--- src/rtl/usb_fs_ep_rx_packer_pkg.sv ---
// usb_fs_ep_rx_packer_pkg: handshake codes, transaction-type bit positions and SETUP length shared by the rx packer
package usb_fs_ep_rx_packer_pkg;
  typedef enum logic [1:0] {HS_ACK = 2'd0, HS_NAK = 2'd1, HS_STALL = 2'd2} hs_e;
  localparam int TXN_SETUP = 2;
  localparam int TXN_OUT = 1;
  localparam int TXN_IN = 0;
  localparam int SETUP_NBYTES = 8;
endpackage

--- src/rtl/usb_fs_byte_packer.sv ---
// usb_fs_byte_packer: byte-indexed payload buffer with saturating count and overflow flag
// clk/rst: clock and sync active-high reset; clr: restart a packet; wr/din: incoming payload byte
// data: packed payload (byte n at [8n+7:8n]); n: stored byte count; n_nxt/ovf_nxt: count and overflow including this cycle's byte
module usb_fs_byte_packer #(
  parameter int MAX_PKT = 8,
  parameter int NW = $clog2(MAX_PKT) + 1
) (
  input  logic                 clk,
  input  logic                 rst,
  input  logic                 clr,
  input  logic                 wr,
  input  logic [7:0]           din,
  output logic [8*MAX_PKT-1:0] data,
  output logic [NW-1:0]        n,
  output logic [NW-1:0]        n_nxt,
  output logic                 ovf_nxt
);
  logic ovf;
  logic room;
  assign room = n < NW'(MAX_PKT);
  assign n_nxt = n + NW'(wr && room);
  assign ovf_nxt = ovf | (wr && !room);
  always_ff @(posedge clk) begin
    if (rst || clr) begin
      data <= '0;
      n <= '0;
      ovf <= 1'b0;
    end else begin
      n <= n_nxt;
      ovf <= ovf_nxt;
      if (wr && room) data[{n, 3'b000} +: 8] <= din;
    end
  end
endmodule

--- src/rtl/usb_fs_ep_rx_packer.sv ---
// usb_fs_ep_rx_packer: packs SETUP/OUT data packets for an endpoint, tracks DATA0/DATA1 and returns ACK/NAK/STALL
// i_pkt*/i_byte*: receiver packet stream; o_er*/i_er*: endpoint valid/ready payload interface
// o_txnType: latched transaction type; o_hsValid/o_hsPid: one-cycle handshake strobe to the transaction layer
module usb_fs_ep_rx_packer
  import usb_fs_ep_rx_packer_pkg::*;
#(
  parameter int MAX_PKT = 8,
  parameter int NAK_TIMEOUT = 16
) (
  input  logic                         i_clk,
  input  logic                         i_rst,
  input  logic                         i_pktBegin,
  input  logic [2:0]                   i_txnType,
  input  logic                         i_pktData1,
  input  logic                         i_byteValid,
  input  logic [7:0]                   i_byte,
  input  logic                         i_pktEnd,
  input  logic                         i_pktErr,
  output logic                         o_erValid,
  input  logic                         i_erReady,
  input  logic                         i_erStall,
  output logic [8*MAX_PKT-1:0]         o_erData,
  output logic [$clog2(MAX_PKT):0]     o_erData_nBytes,
  output logic [2:0]                   o_txnType,
  output logic                         o_hsValid,
  output logic [1:0]                   o_hsPid
);
  localparam int NW = $clog2(MAX_PKT) + 1;
  localparam int CW = $clog2(NAK_TIMEOUT);
  typedef enum logic [1:0] {IDLE, COLLECT, PRESENT} state_e;
  state_e state, state_n;
  logic [2:0] txn_n;
  logic pid, pid_n, tog, tog_n, hs_v_n, clr, wr, ovf_nxt, begin_ok, setup;
  logic [1:0] hs_pid_n;
  logic [CW-1:0] cnt, cnt_n;
  logic [NW-1:0] n_nxt;
  assign begin_ok = i_txnType == 3'b100 || i_txnType == 3'b010;
  assign setup = o_txnType[TXN_SETUP];
  assign o_erValid = state == PRESENT;
  usb_fs_byte_packer #(.MAX_PKT(MAX_PKT), .NW(NW)) u_packer (
    .clk(i_clk), .rst(i_rst), .clr(clr), .wr(wr), .din(i_byte),
    .data(o_erData), .n(o_erData_nBytes), .n_nxt(n_nxt), .ovf_nxt(ovf_nxt)
  );
  // A new packet start overrides every other event; an IN/invalid start only abandons what is in flight.
  always_comb begin
    state_n = state;
    txn_n = o_txnType;
    pid_n = pid;
    tog_n = tog;
    cnt_n = cnt;
    hs_v_n = 1'b0;
    hs_pid_n = o_hsPid;
    clr = 1'b0;
    wr = 1'b0;
    if (i_pktBegin) begin
      clr = begin_ok;
      state_n = begin_ok ? COLLECT : IDLE;
      txn_n = begin_ok ? i_txnType : o_txnType;
      pid_n = begin_ok ? i_pktData1 : pid;
    end else begin
      case (state)
        COLLECT: begin
          wr = i_byteValid;
          if (i_pktErr) state_n = IDLE;
          else if (i_pktEnd) begin
            state_n = IDLE;
            if (!(ovf_nxt || (setup && n_nxt != NW'(SETUP_NBYTES)))) begin
              tog_n = setup ? 1'b0 : tog;
              // Mismatched PID is a retransmission: re-ACK it, except SETUP/DATA1 which is dropped silently.
              if (pid != (setup ? 1'b0 : tog)) begin
                hs_v_n = !setup;
                hs_pid_n = setup ? o_hsPid : HS_ACK;
              end else begin
                state_n = PRESENT;
                cnt_n = '0;
              end
            end
          end
        end
        PRESENT: begin
          if (i_erReady) begin
            state_n = IDLE;
            hs_v_n = 1'b1;
            hs_pid_n = i_erStall ? HS_STALL : HS_ACK;
            tog_n = i_erStall ? tog : ~tog;
          end else if (!setup && cnt == CW'(NAK_TIMEOUT - 1)) begin
            state_n = IDLE;
            hs_v_n = 1'b1;
            hs_pid_n = HS_NAK;
          end else cnt_n = cnt + 1'b1;
        end
        default: ;
      endcase
    end
  end
  always_ff @(posedge i_clk) begin
    if (i_rst) begin
      state <= IDLE;
      o_txnType <= '0;
      pid <= 1'b0;
      tog <= 1'b0;
      cnt <= '0;
      o_hsValid <= 1'b0;
      o_hsPid <= '0;
    end else begin
      state <= state_n;
      o_txnType <= txn_n;
      pid <= pid_n;
      tog <= tog_n;
      cnt <= cnt_n;
      o_hsValid <= hs_v_n;
      o_hsPid <= hs_pid_n;
    end
  end
endmodule

--- config.mk ---
export PLATFORM = sky130hd
export DESIGN_NAME = usb_fs_ep_rx_packer
export DESIGN_NICKNAME = d
export VERILOG_FILES = /design/src/rtl/usb_fs_ep_rx_packer_pkg.sv /design/src/rtl/usb_fs_byte_packer.sv /design/src/rtl/usb_fs_ep_rx_packer.sv
export SDC_FILE = /design/constraint.sdc
export NUM_CORES = 1
export LEC_CHECK = 0
export CORE_ASPECT_RATIO = 0.7
export CORE_MARGIN = 2
export CORE_UTILIZATION = 49
export DETAILED_ROUTE_END_ITERATION = 7
export GPL_TIMING_DRIVEN = 0
export PLACE_DENSITY = 0.88
export SYNTH_ARGS = -nofsm -noshare
export SYNTH_HDL_FRONTEND = slang
export SYNTH_SLANG_ARGS = --single-unit
--- constraint.sdc ---
create_clock -name i_clk -period 2.79 [get_ports i_clk]
set_input_delay 0.558 -clock i_clk [delete_from_list [all_inputs] [get_ports i_clk]]
set_output_delay 0.558 -clock i_clk [all_outputs]
set_load 0.005 [all_outputs]
Yosys cells after proc, flatten, opt, wreduce, memory -nomap -nowiden
Cells that the tools add are included.
- word-level logic and storage cells: 99
- output and inout port bits: 75
- flip-flop bits (word level): 83
- reduce and logical (&&, ||, !) cells: 17
- muxes and demuxes: 43
- bitwise gates (word level): 3
- equal/unequal tests: 20
- $lt $le $gt $ge: 1
- $add $sub $neg: 3
- shifts and indexed selects: 2
- operators by type and width (cell ; count):
    bitwise mux 64 bit ; 1
    variable shift 8 x 9 -> 64 bit (first input constant) ; 1
    indexed part select 8 x 9 -> 64 bit ; 1
    2-to-1 mux 2 bit ; 15
    2-to-1 mux 4 bit ; 6
    inequality test 2 bit (second input constant) ; 9
    2-to-1 mux 1 bit ; 16
    AND reduction 8 bit ; 2
    negator 7 -> 9 bit ; 1
    inequality test 4 bit (second input constant) ; 2
    case mux 2 bit (2 select lines) ; 2
    case mux 4 bit (2 select lines) ; 1
    AND reduction 7 bit ; 1
    adder 4 x 1 -> 4 bit ; 1
    adder 4 x 1 -> 4 bit (second input constant) ; 1
    == test 4 bit (second input constant) ; 1
    logical AND 1 bit ; 4
    < comparator 4 bit (second input constant) ; 1
    inequality test 4 x 2 -> 1 bit (second input constant) ; 1
    case mux 1 bit (2 select lines) ; 2
    == test 3 x 2 -> 1 bit (second input constant) ; 1
    == test 3 bit (second input constant) ; 1
    logical OR 1 bit ; 3
    inequality test 3 x 1 -> 1 bit (second input constant) ; 1
    other kinds (12) ; 14

Longest topological paths before layout
- depth after elaboration: 13
- depth in mapped cells: 12

By module
A second synthesis with hierarchy kept.
- cells, all modules: 418
- area total of the unflattened synthesis: 3890.0 sq um
- by module, submodules not included (module ; area each (sq um) ; instances ; cells each):
    usb_fs_byte_packer ; 2979.1 ; 1 ; 319
    usb_fs_ep_rx_packer ; 910.9 ; 1 ; 99

Worst setup path before layout
OpenSTA, ideal clock, no wires.
- kind: register to register
- from: reg state[1]
- to: reg cnt[0]
- buffers on the path: 1
- arrival: 2.392 ns
- path slack: 0.326 ns
- period minus slack after synthesis: 2.464 ns
- cell stages (with the launch flop): 13
- path through: dfxtp_1 -> inv_1 -> ha_1 -> buf_2 -> nand4bb_1 -> inv_1 -> ha_1 -> ha_1 -> xnor2_1 -> nand3_1 -> o211ai_1 -> and3_1 -> mux2i_1
- word-level cells in the longest chain between the ends: 10
- elaborated cells on any way between the ends: 20
- those cells by class: 1 x add/sub; 9 x eq/ne; 3 x mux; 1 x bitwise; 6 x reduce/logical
- ends and longest elaborated chain (what ; line ; RTL):
    start, declared ; usb_fs_ep_rx_packer.sv:31 ; state_e state, state_n;
    start signal, assigned ; usb_fs_ep_rx_packer.sv:106 ; state <= state_n;
    == test 2 x 1 -> 1 bit ; usb_fs_ep_rx_packer.sv:61 ; case (state)
    2-to-1 mux 1 bit ; usb_fs_ep_rx_packer.sv:61 ;
    2-to-1 mux 1 bit ; usb_fs_ep_rx_packer.sv:55 ; if (i_pktBegin) begin
    logical AND 1 bit ; usb_fs_byte_packer.sv:21 ; assign n_nxt = n + NW'(wr && room);
    adder 4 x 1 -> 4 bit ; usb_fs_byte_packer.sv:21 ;
    inequality test 4 bit ; usb_fs_ep_rx_packer.sv:67 ; if (!(ovf_nxt || (setup && n_nxt != NW'(SETUP_NBYTES)))) begin
    logical AND 1 bit ; usb_fs_ep_rx_packer.sv:67 ;
    logical OR 1 bit ; usb_fs_ep_rx_packer.sv:67 ;
    inequality test 2 bit (no line) ; -- ;
    AND reduction 8 bit (no line) ; -- ;
    end signal, assigned ; usb_fs_ep_rx_packer.sv:110 ; cnt <= cnt_n;
    end, declared ; usb_fs_ep_rx_packer.sv:35 ; logic [CW-1:0] cnt, cnt_n;
Several ways; a longest one is shown, not always the timed one.
A chain may end at the register's enable or synchronous reset.

Final worst setup path
- from: reg u_packer.n[3]
- to: reg cnt[0]
- word-level cells in the longest chain between the ends: 8
- elaborated cells on any way between the ends: 11
- those cells by class: 1 x add/sub; 1 x order compare; 2 x eq/ne; 1 x bitwise; 6 x reduce/logical
- ends and longest elaborated chain (what ; line ; RTL):
    start, declared ; usb_fs_byte_packer.sv:14 ; output logic [NW-1:0] n,
    start signal, assigned ; usb_fs_byte_packer.sv:29 ; n <= n_nxt;
    < comparator 4 bit ; usb_fs_byte_packer.sv:20 ; assign room = n < NW'(MAX_PKT);
    logical AND 1 bit ; usb_fs_byte_packer.sv:21 ;
    adder 4 x 1 -> 4 bit ; usb_fs_byte_packer.sv:21 ;
    inequality test 4 bit ; usb_fs_ep_rx_packer.sv:67 ;
    logical AND 1 bit ; usb_fs_ep_rx_packer.sv:67 ;
    logical OR 1 bit (*) ; usb_fs_ep_rx_packer.sv:67 ;
    inequality test 2 bit (no line) (*) ; -- ;
    AND reduction 8 bit (no line) (*) ; -- ;
Every way passes the cells marked *; elsewhere a longest branch is shown, timed or not.

==> reports/metrics.csv <==
metric,value,unit
outcome,finished clean,
synthArstFlopShare,0,
final_cell_area,4950,um^2
finalCritPeriodShare,0.941,
cap_viol_max_count,0,
post-place-ws,-635,ps
cts_buffers,9,
yosysWarnings,0,
crit-reg2reg-launch,u_packer.n[3],
syn-instance-count,429,
synth_compound_area_frac,0.0927,
placementRows,26,
vias,3577,
cp_top_family,simple AND/OR/NAND/NOR gates,
setup.worst_path.end_class,flop,
drt-total-wl,10200,um
peakVddDrop,0.332,mV
synth_seq_cells,83,
worst_pin_slew,872,ps
place_congestion,0.906,
yosysTopAreaCell,dfxtp_1,
p_switching,523,uW
fin_cells,637,
path_depth,11,
critPathRequiredTime,3090,ps
fin_crit,2630,ps
floorplan.die_area,8180,um^2
hold_start,o_txnType[0],
grt_pass1_wl,16400,um
switching_share,0.237,
detail_route.first_pass.iterations,6,
synth_simple_gate_area_share,0.255,
synth.area.top_cells,"dfxtp_1, mux2i_1, nor2_1",
fmax,381,MHz
crit_path_frequent_cell,ha_1,
regToRegSetupSlack,160,ps
setup_viol,0,
clock_sinks,83,
path_clk_slew,80,ps
pwr_density_cell,445,nW/um^2
pwr-share-clk,0.396,
clock_latency,360,ps
synth_top_area_share,0.454,
worstPathMaxFanout,7,
port_buffers,94,
avgViaCountPerCell,5.62,
synth_cell_types,47,
r2r_cells,11,
hold_violations,0,
drive_above_1_share,0.0798,
rsz0062_at_grt,no,
cp-startpoint,u_packer.n[3],
worstReg2RegEnd,cnt[0],
cpMaxStageDelayCell,dfxtp_1,
die_h,76.3,um
cp_cell_sequence,clkbuf_1 > nand4bb_4 > inv_1 > ha_1 > ha_1 > xnor2_1 > nand3_1 > o211ai_1 > buf_4 > and3_1 > mux2i_1,
fin_worst_skew,9.96,ps
final_antenna_net_count,0,
cp-endpoint,cnt[0],
synth_top_family_by_area,simple AND/OR/NAND/NOR gates,
slew_violations,0,
critPathBufInv,3,
finalPower,2200,uW
syn_area_per_cell,8.52,um^2
htreeDepth,3,
track_usage,0.252,
cts_buffer_depth,2,
synthAdderAreaFrac,0.0274,
initial_core_util,0.504,
grt_max_degree,15,
core_area,7250,um^2
antennaDiodeCount,0,
layout_setup_ws,164,ps
hold_buffers,0,
synth_edf_count,0,
seq_power_share,0.541,
hold_path.class,flop to flop,
slowest_delay,350,ps
max-slew-margin-rel,0.414,
grt_pass1_vias,3369,
drc_errors,0,
dpl_cell_area,4720,um^2
arrival,2920,ps
cts_tree,yes,
whs,430,ps
grt.overflow.total,0,
syn_area,3660,um^2
wire_per_inst,16.1,um
critical_path_class,flop to flop,
synth_xor_area_frac,0.0192,
placed_cells,621,
synth_mux_area_frac,0.0986,
syn_nets,457,
die_x,107,um
ys.flop_type,dfxtp_1,
startpoint_type,flop,
cts-root-buf,clkbuf_8,
ioPinCount,95,
p_int,1680,uW
area_delta_synth_final,35.4,%
drt_first_iter_violations,262,
antenna_found_initial,0,
p_leak,0.00179,uW
combPwrFrac,0.063,
nets,563,
ys_seq_area_frac,0.454,
dpl.hpwl,7450,um
## routing by layer
layer / global-route usage / vias to the layer above / wire [um]
li1: - / 1682 / -
met1: 0.342 / 1686 / 4510
met2: 0.394 / 185 / 4670
met3: 0.0659 / 24 / 838
met4: 0.0766 / 0 / 209
met5: 0 / - / 0
## power by group through the flow
stage | Clock [uW] | Combinational, uW | Sequential [uW]
after floorplan | 0 | 67.2 | 1220
after global placement | 0 | 129 | 1220
after detailed placement | 0 | 131 | 1220
after CTS | 881 | 133 | 1190
after global routing | 926 | 148 | 1190
final | 873 | 138 | 1190
## what timing repair did
action,in CTS,in global routing
pin swaps,1,0
setup endpoints to repair,15,30
buffers inserted,1,0
gates resized for setup,2,3
## cells by family (layout without fill, tap and decap cells)
kind of cell	after synthesis	after routing
compound gates	56	56
xor+xnor	8	8
buf+inv	46	156
fa+ha+maj	8	8
simple gates	192	192
flops	83	83
mux	36	36
## how the worst min path moves through the flow
stage | to | cells after the start
finish | o_txnType[0] | 2
global route | o_txnType[0] | 2
CTS | o_txnType[0] | 2
detailed placement | o_txnType[0] | 2
global placement | o_txnType[0] | 2
floorplan | o_txnType[0] | 2
## flip-flops by register name (all words and copies together), names as in the netlist
signal	cells
u_packer.n	4
o_hsValid	1
o_hsPid	2
pid	1
u_packer.ovf	1
o_txnType	3
tog	1
cnt	4
u_packer.data	64
state	2
## through the flow
stage          utilization  TNS, ps
2_1_floorplan            -        0
5_1_grt              0.682        0
3_3_place_gp         0.651    -8150
3_5_place_dp         0.651   -11870
6_report             0.682        0
4_1_cts              0.680        0
## cells in the mapped netlist, types with 2 or more instances
| library cell | number |
|---|---|
| a21oi_1 | 35 |
| a311oi_1 | 2 |
| a31oi_1 | 3 |
| and2_1 | 2 |
| and3_1 | 6 |
| buf_2 | 15 |
| clkbuf_1 | 10 |
| dfxtp_1 | 83 |
| ha_1 | 8 |
| inv_1 | 20 |
| mux2i_1 | 36 |
| nand2_1 | 53 |
| nand2b_1 | 3 |
| nand3_1 | 22 |
| nand4_1 | 3 |
| nand4b_1 | 2 |
| nor2_1 | 61 |
| nor2b_1 | 3 |
| nor3_1 | 12 |
| nor4_1 | 11 |
| nor4b_1 | 2 |
| o21a_1 | 2 |
| o21ai_0 | 4 |
| or2_2 | 2 |
| xnor2_1 | 6 |
| xor2_1 | 2 |
## layout make-up
cell class / count / area (um^2)
fillers: 556 / 2310
multi-input cells: 300 / 1820
flip-flops and latches: 83 / 1660
repair buffers: 95 / 951
clock buffers: 10 / 138
well taps: 98 / 123
plain buffers: 25 / 113
inverters: 21 / 80.1
clock inverters: 5 / 62.6
## cells in the final DEF (no fill, tap or decap), types with 2 or more instances in the layout
cell / Yosys / final
mux2i_1: 36 / 36
xnor2_1: 6 / 6
o21ai_0: 4 / 4
nor4_1: 11 / 11
nand3_1: 22 / 22
a311oi_1: 2 / 2
and2_1: 2 / 2
buf_2: 15 / 15
nor4b_1: 2 / 2
nor2_1: 61 / 61
xor2_1: 2 / 2
and3_1: 6 / 6
a21oi_1: 35 / 35
clkbuf_8: 0 / 10
ha_1: 8 / 8
nand4b_1: 2 / 2
nand4_1: 3 / 3
o21a_1: 2 / 2
clkdlybuf4s50_1: 0 / 93
nor2b_1: 3 / 3
clkbuf_1: 10 / 10
nor3_1: 12 / 12
a31oi_1: 3 / 3
clkinvlp_4: 0 / 2
dfxtp_1: 83 / 82
nand2b_1: 3 / 3
inv_1: 20 / 20
or2_2: 2 / 2
nand2_1: 53 / 53
## tightest hold or removal path: cells and delay by family, from the launching register on
| family | cells | cell delay (ps) |
|---|---|---|
| buffers and inverters | 1 | 50 |
| and+or+nand+nor | 1 | 30 |
| DFF | 1 | 310 |
Note: power is estimated with default switching activity, not from simulation.
==> RTL change, RTL diff (same flow settings) <==
The parameter `NAK_TIMEOUT` goes from 16 to 8.
--- a/src/rtl/usb_fs_ep_rx_packer.sv
+++ b/src/rtl/usb_fs_ep_rx_packer.sv
@@ -6,5 +6,5 @@
 #(
   parameter int MAX_PKT = 8,
-  parameter int NAK_TIMEOUT = 16
+  parameter int NAK_TIMEOUT = 8
 ) (
   input  logic                         i_clk,
Check against the original RTL: same outputs for any inputs over 4 cycles, from zero or initial values and one cycle with i_rst high; that may be too few to reach the edited logic, so the function may still have changed.
==> RTL change against the unedited design <==
  * Total power shrank 0.53%
  * Setup slack worse by 0.064 ns
  * Wire length shrank 4.1%
  * Clock skew shrank 0.0058 ns
  * Die area shrank 0.81%
  * Synthesized area shrank 0.86%
  * Final area shrank 0.18%
  * Sequential cell count shrank 1
  * Critical path depth shrank 1
  * Largest cell class unchanged
==> RTL change: results (changes against the unedited design) <==
| Metric | Value |
|---|---|
| Status | `finished, final reports clean (unchanged)` |
| DP HPWL | `7.164 mm (was 7.451 mm)` |
| Hold slack | `0.4362 ns (was 0.4305 ns)` |
| Post-place setup slack | `-0.5829 ns (was -0.6346 ns)` |
| Clk slew on worst S/H paths | `0.08 ns (about the same)` |
| Sw frac | `23.83% (was 23.74%)` |
| Met2 usage | `36.62% (was 39.37%)` |
| Seq/Total Area, Yosys | `45.29% (was 45.45%)` |
| Mux cell area share after synthesis | `17.54% (was 9.856%)` |
| Reg2reg setup slack | `0.1 ns (was 0.16 ns)` |
| Syn_area_per_cell | `9.294 µm² (was 8.522 µm²)` |
| Tcrit/Tclk final | `96.43% (was 94.13%)` |
| Sequential power share | `53.7% (was 54.1%)` |
| Post-CTS sizing | `4 (was 2)` |
| R2R depth | `10 (was 11)` |
| Fin Clk Skew | `0.004191 ns (was 0.009958 ns)` |
| Synth top area cells | `dfxtp_1, mux2i_1, nor2_1 (unchanged)` |
| Number of nets in the layout | `525 (was 563)` |
| Arr. time, crit path | `2.94 ns (was 2.92 ns)` |
| Gpl congestion | `0.9385 (was 0.9059)` |
| Final Power | `2.191 mW (was 2.203 mW)` |
| First-pass GRT wire length | `15.46 mm (was 16.38 mm)` |
| Largest regs | `u_packer.data: 64 flops, u_packer.n: 4 flops (was u_packer.data: 64 flops, cnt: 4 flops, u_packer.n: 4 flops)` |
| DR WL/cell | `16.37 µm (was 16.06 µm)` |
| All-Layer GR Usage | `24.40% (was 25.20%)` |
| DR iter-0 viols | `165 (was 262)` |
| VDD IR-drop max | `0.0003168 V (was 0.0003319 V)` |
| Reg-to-Reg Start | `state[1]$_SDFFE_PP0P_ (was u_packer.n[3]$_SDFF_PP0_)` |
| Worst min-delay path class | `reg2reg (unchanged)` |
| Post-Synth Adder-Cell Area | `3.107% (was 2.738%)` |
| Met2 wire len | `4.413 mm (was 4.672 mm)` |
| Top cell types by occurrence after synthesis | `dfxtp_1, nor2_1, mux2i_1 (was dfxtp_1, nor2_1, nand2_1)` |
| Routed vias/inst | `5.302 (was 5.615)` |
| Dpl cell area | `0.004678 mm² (was 0.004720 mm²)` |
| Post-Synth XOR/XNOR Area | `1.450% (was 1.916%)` |
| Vias in the first global route | `3,087 (was 3,369)` |
| DR pass1 iterations | `4 (was 6)` |
| Leak | `1.762 nW (was 1.793 nW)` |
| Full die area | `0.008113 mm² (was 0.008179 mm²)` |
| Crit Path Class | `reg2reg (unchanged)` |
| Syn Nets | `419 (was 457)` |
| Netlist cell types | `46 (was 47)` |
| Reg-to-reg endpoint | `o_hsPid[0]$_SDFFE_PP0P_ (was cnt[0]$_SDFFE_PP0P_)` |
| Placed cells | `581 (was 621)` |
| WL met3 | `746 µm (was 838 µm)` |
| Synth Area in Compound Gates | `5.454% (was 9.274%)` |
| Worst Path Max Fanout | `8 (was 7)` |
| Final Non-Filler Cells | `599 (was 637)` |
| GRT met3 Usage | `6.540% (was 6.587%)` |
-- RTL change: changes by cell type after synthesis, moves of 3 or more --
| cell | delta |
|---|---|
| a21oi_1 | -22 |
| clkbuf_1 | -3 |
| mux2i_1 | +26 |
| nand2_1 | -44 |
| nand2b_1 | +4 |
| nand3_1 | -11 |
| nand4_1 | -3 |
| nor2_1 | +21 |
-- RTL change: layout make-up --
type / count / area [µm²]
Fill cell: 565 / 2282
Multi-Input combinational cell: 265 / 1836
Sequential cell: 82 / 1645
Timing Repair Buffer: 95 / 943.4
Clock buffer: 10 / 137.6
Tap cell: 98 / 122.6
Buffer: 23 / 115.1
Inverter: 20 / 76.32
Clock inverter: 6 / 63.81
-- RTL change: worst max-delay path, stage by stage (launching register included) --
cell,delay [ns]
dfxtp_2,0.35
inv_1,0.06
ha_4,0.20
nand4bb_4,0.12
inv_1,0.06
ha_1,0.19
ha_1,0.29
or3_4,0.41
o311ai_4,0.39
o2111ai_4,0.19
mux2_4,0.32
